## src/rtl/cordic_rot_issuer.sv

```systemverilog
// cordic_rot_issuer: quadrant-folding front-end for the iterative CORDIC
// rotation core; one request in flight, result returned with its phase.
module cordic_rot_issuer #(
  parameter int          ANGLE_FRAC = 13,
  parameter logic [15:0] K_RAD      = 16'hC910,
  parameter int          TIMEOUT    = 32
) (
  input  logic        clk,
  input  logic        reset,
  input  logic        in_valid,
  output logic        in_ready,
  input  logic [15:0] in_phase,
  input  logic [15:0] in_x,
  input  logic [15:0] in_y,
  output logic        core_start,
  output logic [15:0] core_angle,
  output logic [15:0] core_v0,
  output logic [15:0] core_v1,
  input  logic        core_ready,
  input  logic [15:0] core_v0_res,
  input  logic [15:0] core_v1_res,
  output logic        out_valid,
  input  logic        out_ready,
  output logic [15:0] out_x,
  output logic [15:0] out_y,
  output logic [15:0] out_phase,
  output logic        err_timeout
);

  localparam int          CW     = $clog2(TIMEOUT) + 1;
  localparam logic [15:0] HALF_Q = 16'(1 << ANGLE_FRAC);

  typedef enum logic [1:0] {
    S_IDLE,
    S_ISSUE,
    S_WAIT,
    S_OUT
  } state_t;

  state_t         r_state;
  logic           r_in_ready;
  logic           r_out_valid;
  logic           r_err;
  logic           r_skip;
  logic [CW-1:0]  r_cnt;
  logic [15:0]    r_phase;
  logic [15:0]    r_angle;
  logic [15:0]    r_v0;
  logic [15:0]    r_v1;
  logic [15:0]    r_x;
  logic [15:0]    r_y;

  logic [15:0]        w_sum;
  logic [1:0]         w_q;
  logic signed [15:0] w_r;
  logic signed [31:0] w_prod;
  logic [15:0]        w_ang;
  logic [15:0]        w_nx;
  logic [15:0]        w_ny;
  logic [15:0]        w_v0;
  logic [15:0]        w_v1;

  function automatic logic [15:0] neg_sat(input logic [15:0] v);
    if (v == 16'h8000) return 16'h7FFF;
    return ~v + 16'd1;
  endfunction

  // Round the phase to the nearest quadrant; the remainder is the
  // residual the core still has to rotate through.
  assign w_sum  = in_phase + HALF_Q;
  assign w_q    = 2'(w_sum >> 14);
  assign w_r    = $signed(in_phase - {w_q, 14'd0});
  assign w_prod = $signed({{16{w_r[15]}}, w_r})
                * $signed({16'd0, K_RAD});
  assign w_ang  = 16'(w_prod >>> 16);

  assign w_nx = neg_sat(in_x);
  assign w_ny = neg_sat(in_y);

  always_comb begin
    w_v0 = in_x;
    w_v1 = in_y;
    unique case (w_q)
      2'd0: begin
        w_v0 = in_x;
        w_v1 = in_y;
      end
      2'd1: begin
        w_v0 = w_ny;
        w_v1 = in_x;
      end
      2'd2: begin
        w_v0 = w_nx;
        w_v1 = w_ny;
      end
      2'd3: begin
        w_v0 = in_y;
        w_v1 = w_nx;
      end
    endcase
  end

  always_ff @(posedge clk) begin
    if (reset) begin
      r_state     <= S_IDLE;
      r_in_ready  <= 1'b1;
      r_out_valid <= 1'b0;
      r_err       <= 1'b0;
      r_skip      <= 1'b0;
      r_cnt       <= '0;
      r_phase     <= '0;
      r_angle     <= '0;
      r_v0        <= '0;
      r_v1        <= '0;
      r_x         <= '0;
      r_y         <= '0;
    end else begin
      unique case (r_state)
        S_IDLE: begin
          if (in_valid) begin
            r_state    <= S_ISSUE;
            r_in_ready <= 1'b0;
            r_phase    <= in_phase;
            r_angle    <= w_ang;
            r_v0       <= w_v0;
            r_v1       <= w_v1;
          end
        end
        S_ISSUE: begin
          if (core_ready) begin
            r_state <= S_WAIT;
            r_cnt   <= '0;
            r_skip  <= 1'b1;
          end
        end
        S_WAIT: begin
          // Core ready is still stale on the edge right after start.
          r_skip <= 1'b0;
          if (!r_skip && core_ready) begin
            r_x         <= core_v0_res;
            r_y         <= core_v1_res;
            r_out_valid <= 1'b1;
            r_state     <= S_OUT;
          end else if (r_cnt == CW'(TIMEOUT - 1)) begin
            r_err      <= 1'b1;
            r_state    <= S_IDLE;
            r_in_ready <= 1'b1;
          end else begin
            r_cnt <= r_cnt + CW'(1);
          end
        end
        S_OUT: begin
          if (out_ready) begin
            r_out_valid <= 1'b0;
            r_state     <= S_IDLE;
            r_in_ready  <= 1'b1;
          end
        end
      endcase
    end
  end

  assign in_ready    = r_in_ready;
  assign core_start  = (r_state == S_ISSUE) && core_ready;
  assign core_angle  = r_angle;
  assign core_v0     = r_v0;
  assign core_v1     = r_v1;
  assign out_valid   = r_out_valid;
  assign out_x       = r_x;
  assign out_y       = r_y;
  assign out_phase   = r_phase;
  assign err_timeout = r_err;

endmodule

```

## config.mk

```make
export PLATFORM = sky130hd
export DESIGN_NAME = cordic_rot_issuer
export DESIGN_NICKNAME = d
export VERILOG_FILES = /design/src/rtl/cordic_rot_issuer.sv
export SDC_FILE = /design/constraint.sdc
export NUM_CORES = 1
export LEC_CHECK = 0
export CORE_MARGIN = 2
export CORE_UTILIZATION = 60
export CTS_CLUSTER_DIAMETER = 100
export CTS_CLUSTER_SIZE = 30
export DETAILED_ROUTE_END_ITERATION = 12
export DONT_BUFFER_PORTS = 1
export GPL_TIMING_DRIVEN = 0
export PLACE_DENSITY_LB_ADDON = 0.2
export SLEW_MARGIN = 10
export SYNTH_ARGS = -nofsm -noshare
export SYNTH_HDL_FRONTEND = slang
export SYNTH_SLANG_ARGS = --single-unit
```

## constraint.sdc

```tcl
create_clock -name clk -period 8.95 [get_ports clk]
set_input_delay 1.79 -clock clk [delete_from_list [all_inputs] [get_ports clk]]
set_output_delay 1.79 -clock clk [all_outputs]
set_load 0.01 [all_outputs]
```

======== Yosys cells after proc, flatten, opt, wreduce, memory -nomap -nowiden ========
Cells that the tools add are included.
word-level totals
  flip-flop bits (word level) ............. 108
  input bits .............................. 85
  output and inout port bits .............. 100
  logic and storage cells ................. 82
cells by class
  add/sub/neg operators ................... 5
  multipliers ............................. 1
  equal/unequal tests ..................... 17
  multiplexer cells ....................... 28
  bitwise operators ....................... 3
  reduce and logical (&&, ||, !) cells .... 16
operators with widths
  operator                  count
  $pmux W16 S4              2
  $mux W16                  4
  $add A16 B1 Y16 const B   2
  $eq A16 B16 Y1 const B    2
  $not A16 Y16              2
  $mul A16 B13 Y28 const B  1
  $mux W6                   3
  $add A16 B14 Y16 const B  1
  $sub A16 B16 Y16          1
  $ne A2 B2 Y1 const B      7
  $pmux W6 S2               1
  $mux W2                   5
  $mux W1                   9
  $eq A2 B2 Y1 const B      4
  $pmux W2 S4               1
  $reduce_and A4 Y1         2
  $add A6 B1 Y6 const B     1
  $eq A6 B5 Y1 const B      1
  $reduce_and A2 Y1         3
  $reduce_and A3 Y1         2
  $reduce_and A5 Y1         1
  $eq A2 B1 Y1 const B      2
  $logic_not A2 Y1          2
  $pmux W1 S2               2
  7 further kinds           9

======== Depth between registers and ports, before layout ========
Gate-level depths: netlist of run 1.
  word-level depth ........................ 4
  mapped depth ............................ 18
  gate-level depth less buffers ........... 17

======== Worst setup path after synthesis of run 1 ========
Ideal clock, no wire load.
  path type ............................... input port to flip-flop
  start point ............................. input port in_phase[14]
  end point ............................... register r_angle[12], in the netlist core_angle[12]
  setup time .............................. 0.063 ns
  arrival time ............................ 6.000 ns
  required time ........................... 8.887 ns
  slack ................................... 2.888 ns
  stages on the path ...................... 17
  path buffers ............................ 1
  cell sequence ........................... inv_1 -> ha_1 -> xnor2_1 -> fa_1 -> inv_1 -> fa_1 -> xnor2_1 -> xnor2_1 -> ha_1 -> ha_1 -> clkbuf_1 -> nand3_1 -> or3_1 -> o221ai_1 -> nand2_1 -> a2111o_1 -> nand3_1
between the ends
  cells in the longest elaborated chain, start to end .. 3
ends and longest elaborated chain
  item                  line  source
  from (decl)           12    input logic [15:0] in_phase,
  $add A16 B14 Y16      70    assign w_sum = in_phase + HALF_Q;
  $sub A16 B16 Y16 (*)  72    assign w_r = $signed(in_phase - {w_q, 14'd0});
  $mul A16 B13 Y28 (*)  74    * $signed({16'd0, K_RAD});
  to (signal assigned)  124   r_angle <= w_ang;
  to (decl)             47    logic [15:0] r_angle;
Every way passes the cells marked *; elsewhere a longest branch is shown, timed or not.
A chain may end at the register's enable or synchronous reset.

======== Final worst setup path of run 1 ========
  start point ............................. input port in_phase[14]
  end point ............................... register r_angle[10], in the netlist core_angle[10]
Same word-level chain as after synthesis.

==> summary by stage, run 1 <==
Outcome
The flow ran to the end, and the final reports show no timing, DRC or antenna violations.

Worst setup path
The data required time of the critical path is 9.16 ns. The worst setup path endpoint is core_angle[10]. The setup slack of the most critical reg-to-reg path is 6.07 ns.

The source of the worst register-to-register timing path is r_state[0]. The arrival time of the worst setup path is 6.69 ns. The biggest fanout along the worst timing path is 8. The largest individual stage delay along the critical path comes from the cell xnor2_1. STA classifies the critical path endpoint as a register. Traced cell by cell, the critical path runs through inv_1, ha_1, xnor2_1, fa_1, inv_1, fa_1, xnor2_1, xnor2_1, ha_1, ha_1, clkbuf_1, nand3_1, or3_1, o221ai_1, a41oi_1, xnor2_1, o21ai_0. The critical path crosses 17 cells after its start point. The endpoint of the worst-slack reg-to-reg timing path is core_v0[13]. The cell type group with the largest total delay on the critical path is adder cells. The worst setup path is of the input port to register kind. In this run the worst setup path begins at in_phase[14]. The most frequent cell on the critical path is xnor2_1. The startpoint type of the worst setup path is an input port. The number of cells on the worst reg-to-reg path is 9.

The longest individual stage delay on the worst path is 0.89 ns. The number of buffers and inverters on the critical path is 3.

Logic synthesis
The combined area of all synthesized cells is 0.00858 mm^2. The cell count after synthesis is 1094. The xor and xnor area share after synthesis is 0.0347. The predominant post-synthesis flop cell is dfxtp_1.

The number of warnings issued by yosys is 0. The number of flip-flops and latches in the synthesized netlist is 108. The post-synthesis share of cell area spent on and, or, nand and nor gates is 0.197. The async set-or-reset flop fraction in the synthesized netlist is 0. Of the total synthesized cell area, the portion taken by full adders, half adders and majority gates is 0.204. The complex-gate fraction of the synthesized area was 0.232. After synthesis, the largest family of logic cells by area is compound AO/OA/AOI/OAI gates.

Synthesis instantiated 69 different standard cells from the library. For this run, the register share of the synthesized area comes to 0.252. The count of flip-flops with a built-in enable after synthesis is 0.

The number of nets handed over by synthesis was 1297. After synthesis, the share of cell area in mux cells is 0.0131. Each instance of the synthesized netlist takes up on average 7.84 um^2.

Clock network
The cell at the root of the clock tree is clkbuf_16. Clock tree synthesis found a total of 108 sinks. No sink is reached through more buffers than the 2 on the longest clock path. The number of gates resized after CTS was 0. The clock reaches the later pin of the worst-skew pair after 0.36 ns. The number of clock buffers added by TritonCTS is 9.

Clock-pin slew was measured on the worst setup and hold paths at 0.08 ns. In this run the number of H-tree levels came out at 3. The CTS tree is yes. The post-CTS setup-driven buffer insertion count is 0. The number of buffers added to fix hold violations after cts is 0.

Job
Across the run, the number of max-cap violations was 0.

Min path
Counting instances, the worst hold path has a depth of 2. The worst hold path belongs to the class register to register.

Timing
The slew at the pin with the worst max-slew slack is 1.14 ns. Setup repair after global routing left no endpoint under its margin. Setup slack on the critical path of the routed design comes to 2.46 ns. Static timing analysis puts the maximum clock frequency at 154 MHz. The clock arrives with 0.00717 ns of skew. The count of final max-slew check failures was 0. Setup violations remaining at the end of the flow were counted as 0. Subtracting the final worst setup slack from the clock period gives 6.49 ns. The headroom to the max-slew limit is 0.231. The final-layout setup total negative slack is 0 ns. The total count of hold-check failures in the final report is 0. The worst slack on hold paths is 0.497 ns. In the finished design, the share of the clock period the worst path needs comes to 0.725.

Drt
For this block, the routed nets add up to 24.9 mm of wire. The total length of routed met2 wires is 11.2 mm. The number of nets with antenna violations after detailed routing is 0. In the final routing, the length of wire on met1 measures 10.2 mm.

The number of DRC markers after the initial detailed-route iteration is 741. The routed design uses 2.80 mm of met3 wire. The average via count per standard cell is 6.28. For this run, design rule violations remaining after detail routing come to 0. After detailed routing, the average wire length per cell comes to 19.3 um. The via count of the routed design is 8102. The number of iterations in the first detailed-routing pass is 6. The uppermost layer routed is met4.

Floorplanning
During I/O placement, the number of pins put on the boundary was 185. For this configuration, the core starts out at a cell density of 0.616. The site row count is 43.

The area of the die is 0.0153 mm^2. The floorplan core area is 0.0139 mm^2. The die boundary width is 124 um. Measured along the y axis, the die boundary spans 124 um.

Placement
The wire-length estimate of the detail-placed layout is 19.4 mm. The number of cells in the design after placement is 1274. During placement, the flow inserted port buffers numbering 0. The worst-case setup slack after placement is 2.17 ns.

The placer congestion estimate is 0.973. The placed instances occupy a cell area of 0.00880 mm^2.

Pwr
The largest vdd supply drop is 0.000176 V. Summed over all cells, the static leakage comes to 3.69 nW. The power density of the placed cells is 268 mW/mm^2. The completed layout was analyzed and its total power is 2.44 mW.

Cells and area
The diode insertion count for antenna repair is 0. The fraction of layout cells with a size suffix above 1 is 0.0351. The final cell count without fillers is 1290. The end-of-flow core utilization is 0.653.

The most common cell after layout, fill and taps aside is nand2_1. The sequential cells in the finished layout cover a total of 0.00216 mm^2. The layout has 1260 filler cells. The area overhead of the layout relative to synthesis is 6.16%. In the layout the commonest cells are nand2_1 (179), a21oi_1 (114), dfxtp_1 (108), inv_1 (83), ha_1 (82).

The total area of multi-input combinational cells is 0.00584 mm^2. After routing the design area is 0.00910 mm^2. For this run, the post-layout net count is 1308.

Global routing
The wire length of the first global-routing pass is 38.8 mm. Entering global routing, the biggest net connects 21 pins. The number of antenna violations at the first check in global routing is 0. Across every metal layer, demand over resource in global routing totals 0.327. The via count of the first global-routing pass is 7544. The total overflow left after global routing is 0.
how the worst min path moves through the flow:
stage / start / slack [ns] / end
detailed placement: core_v1[14] / 0.48 / core_v1[14]
CTS: core_v1[14] / 0.50 / core_v1[14]
global placement: core_v1[14] / 0.48 / core_v1[14]
global route: core_v1[14] / 0.50 / core_v1[14]
floorplan: core_v1[14] / 0.46 / core_v1[14]
finish: core_v1[14] / 0.50 / core_v1[14]
cell type report:
type,instances,area share
clock buffers,10,0.0262
inverters,84,0.0346
multi-input cells,838,0.641
clock inverters,6,0.00701
flip-flops and latches,108,0.237
plain buffers,64,0.0284
well taps,180,0.0247
kinds of logic (layout without fill, tap and decap cells):
| family | after synthesis | count (layout) |
|---|---|---|
| flops | 108 | 108 |
| mux | 11 | 11 |
| xor+xnor | 34 | 34 |
| compound gates | 316 | 316 |
| fa+ha+maj | 118 | 118 |
| simple gates | 359 | 359 |
| buf+inv | 148 | 164 |
synthesized netlist by cell type, drive strengths merged (10+ instances only):
cell	number	share of area
nand2	179	0.078
a21oi	115	0.068
dfxtp	108	0.25
inv	83	0.036
ha	82	0.12
o21ai	63	0.037
clkbuf	55	0.024
nor2	49	0.022
fa	36	0.084
nand3	31	0.018
xnor2	25	0.026
a31oi	24	0.018
nor3	23	0.013
or3	17	0.012
o211ai	14	0.012
o221ai	12	0.012
a21o	11	0.0096
nand4	10	0.0073
metal layers:
metal  vias up  track usage
met5         -            0
met4         0        0.112
met3        76        0.110
met2       394        0.512
met1      3731        0.421
li1       3901            -
report_power, final:
group | leakage [nW] | internal, mW | switching [mW]
clock network | 0.148 | 0.207 | 0.205
logic | 2.66 | 0.496 | 0.858
registers | 0.882 | 0.565 | 0.105
total | 3.69 | 1.27 | 1.17
sequential cells by signal, summed over array words and instances (netlist names):
register / flops
core_v0: 16
in_ready: 1
out_phase: 16
out_y: 16
r_cnt: 6
r_skip: 1
err_timeout: 1
core_angle: 16
r_state: 2
out_x: 16
out_valid: 1
core_v1: 16
worst min-delay path, cell delays in order (launching register included):
cell and delay [ns]:
dfxtp_1 0.35, nand2_1 0.06, nand2_1 0.05
Note: power is estimated with default switching activity, not from simulation.
==> inputs of run 2 (changes only) <==
- clock period: 8.95 -> 6.5 ns (I/O delays scaled with it)
==> results of run 2 <==
The final DEF is identical to that of run 1. Status: finished, final reports clean.
Among the figures that moved: setup slack after placement 2.17 ns -> 0.208 ns; setup slack after layout 2.46 ns -> 0.505 ns; register-to-register setup slack 6.07 ns -> 3.62 ns; total power 2.44 mW -> 3.35 mW; worst IR drop on VDD 0.000176 V -> 0.000242 V
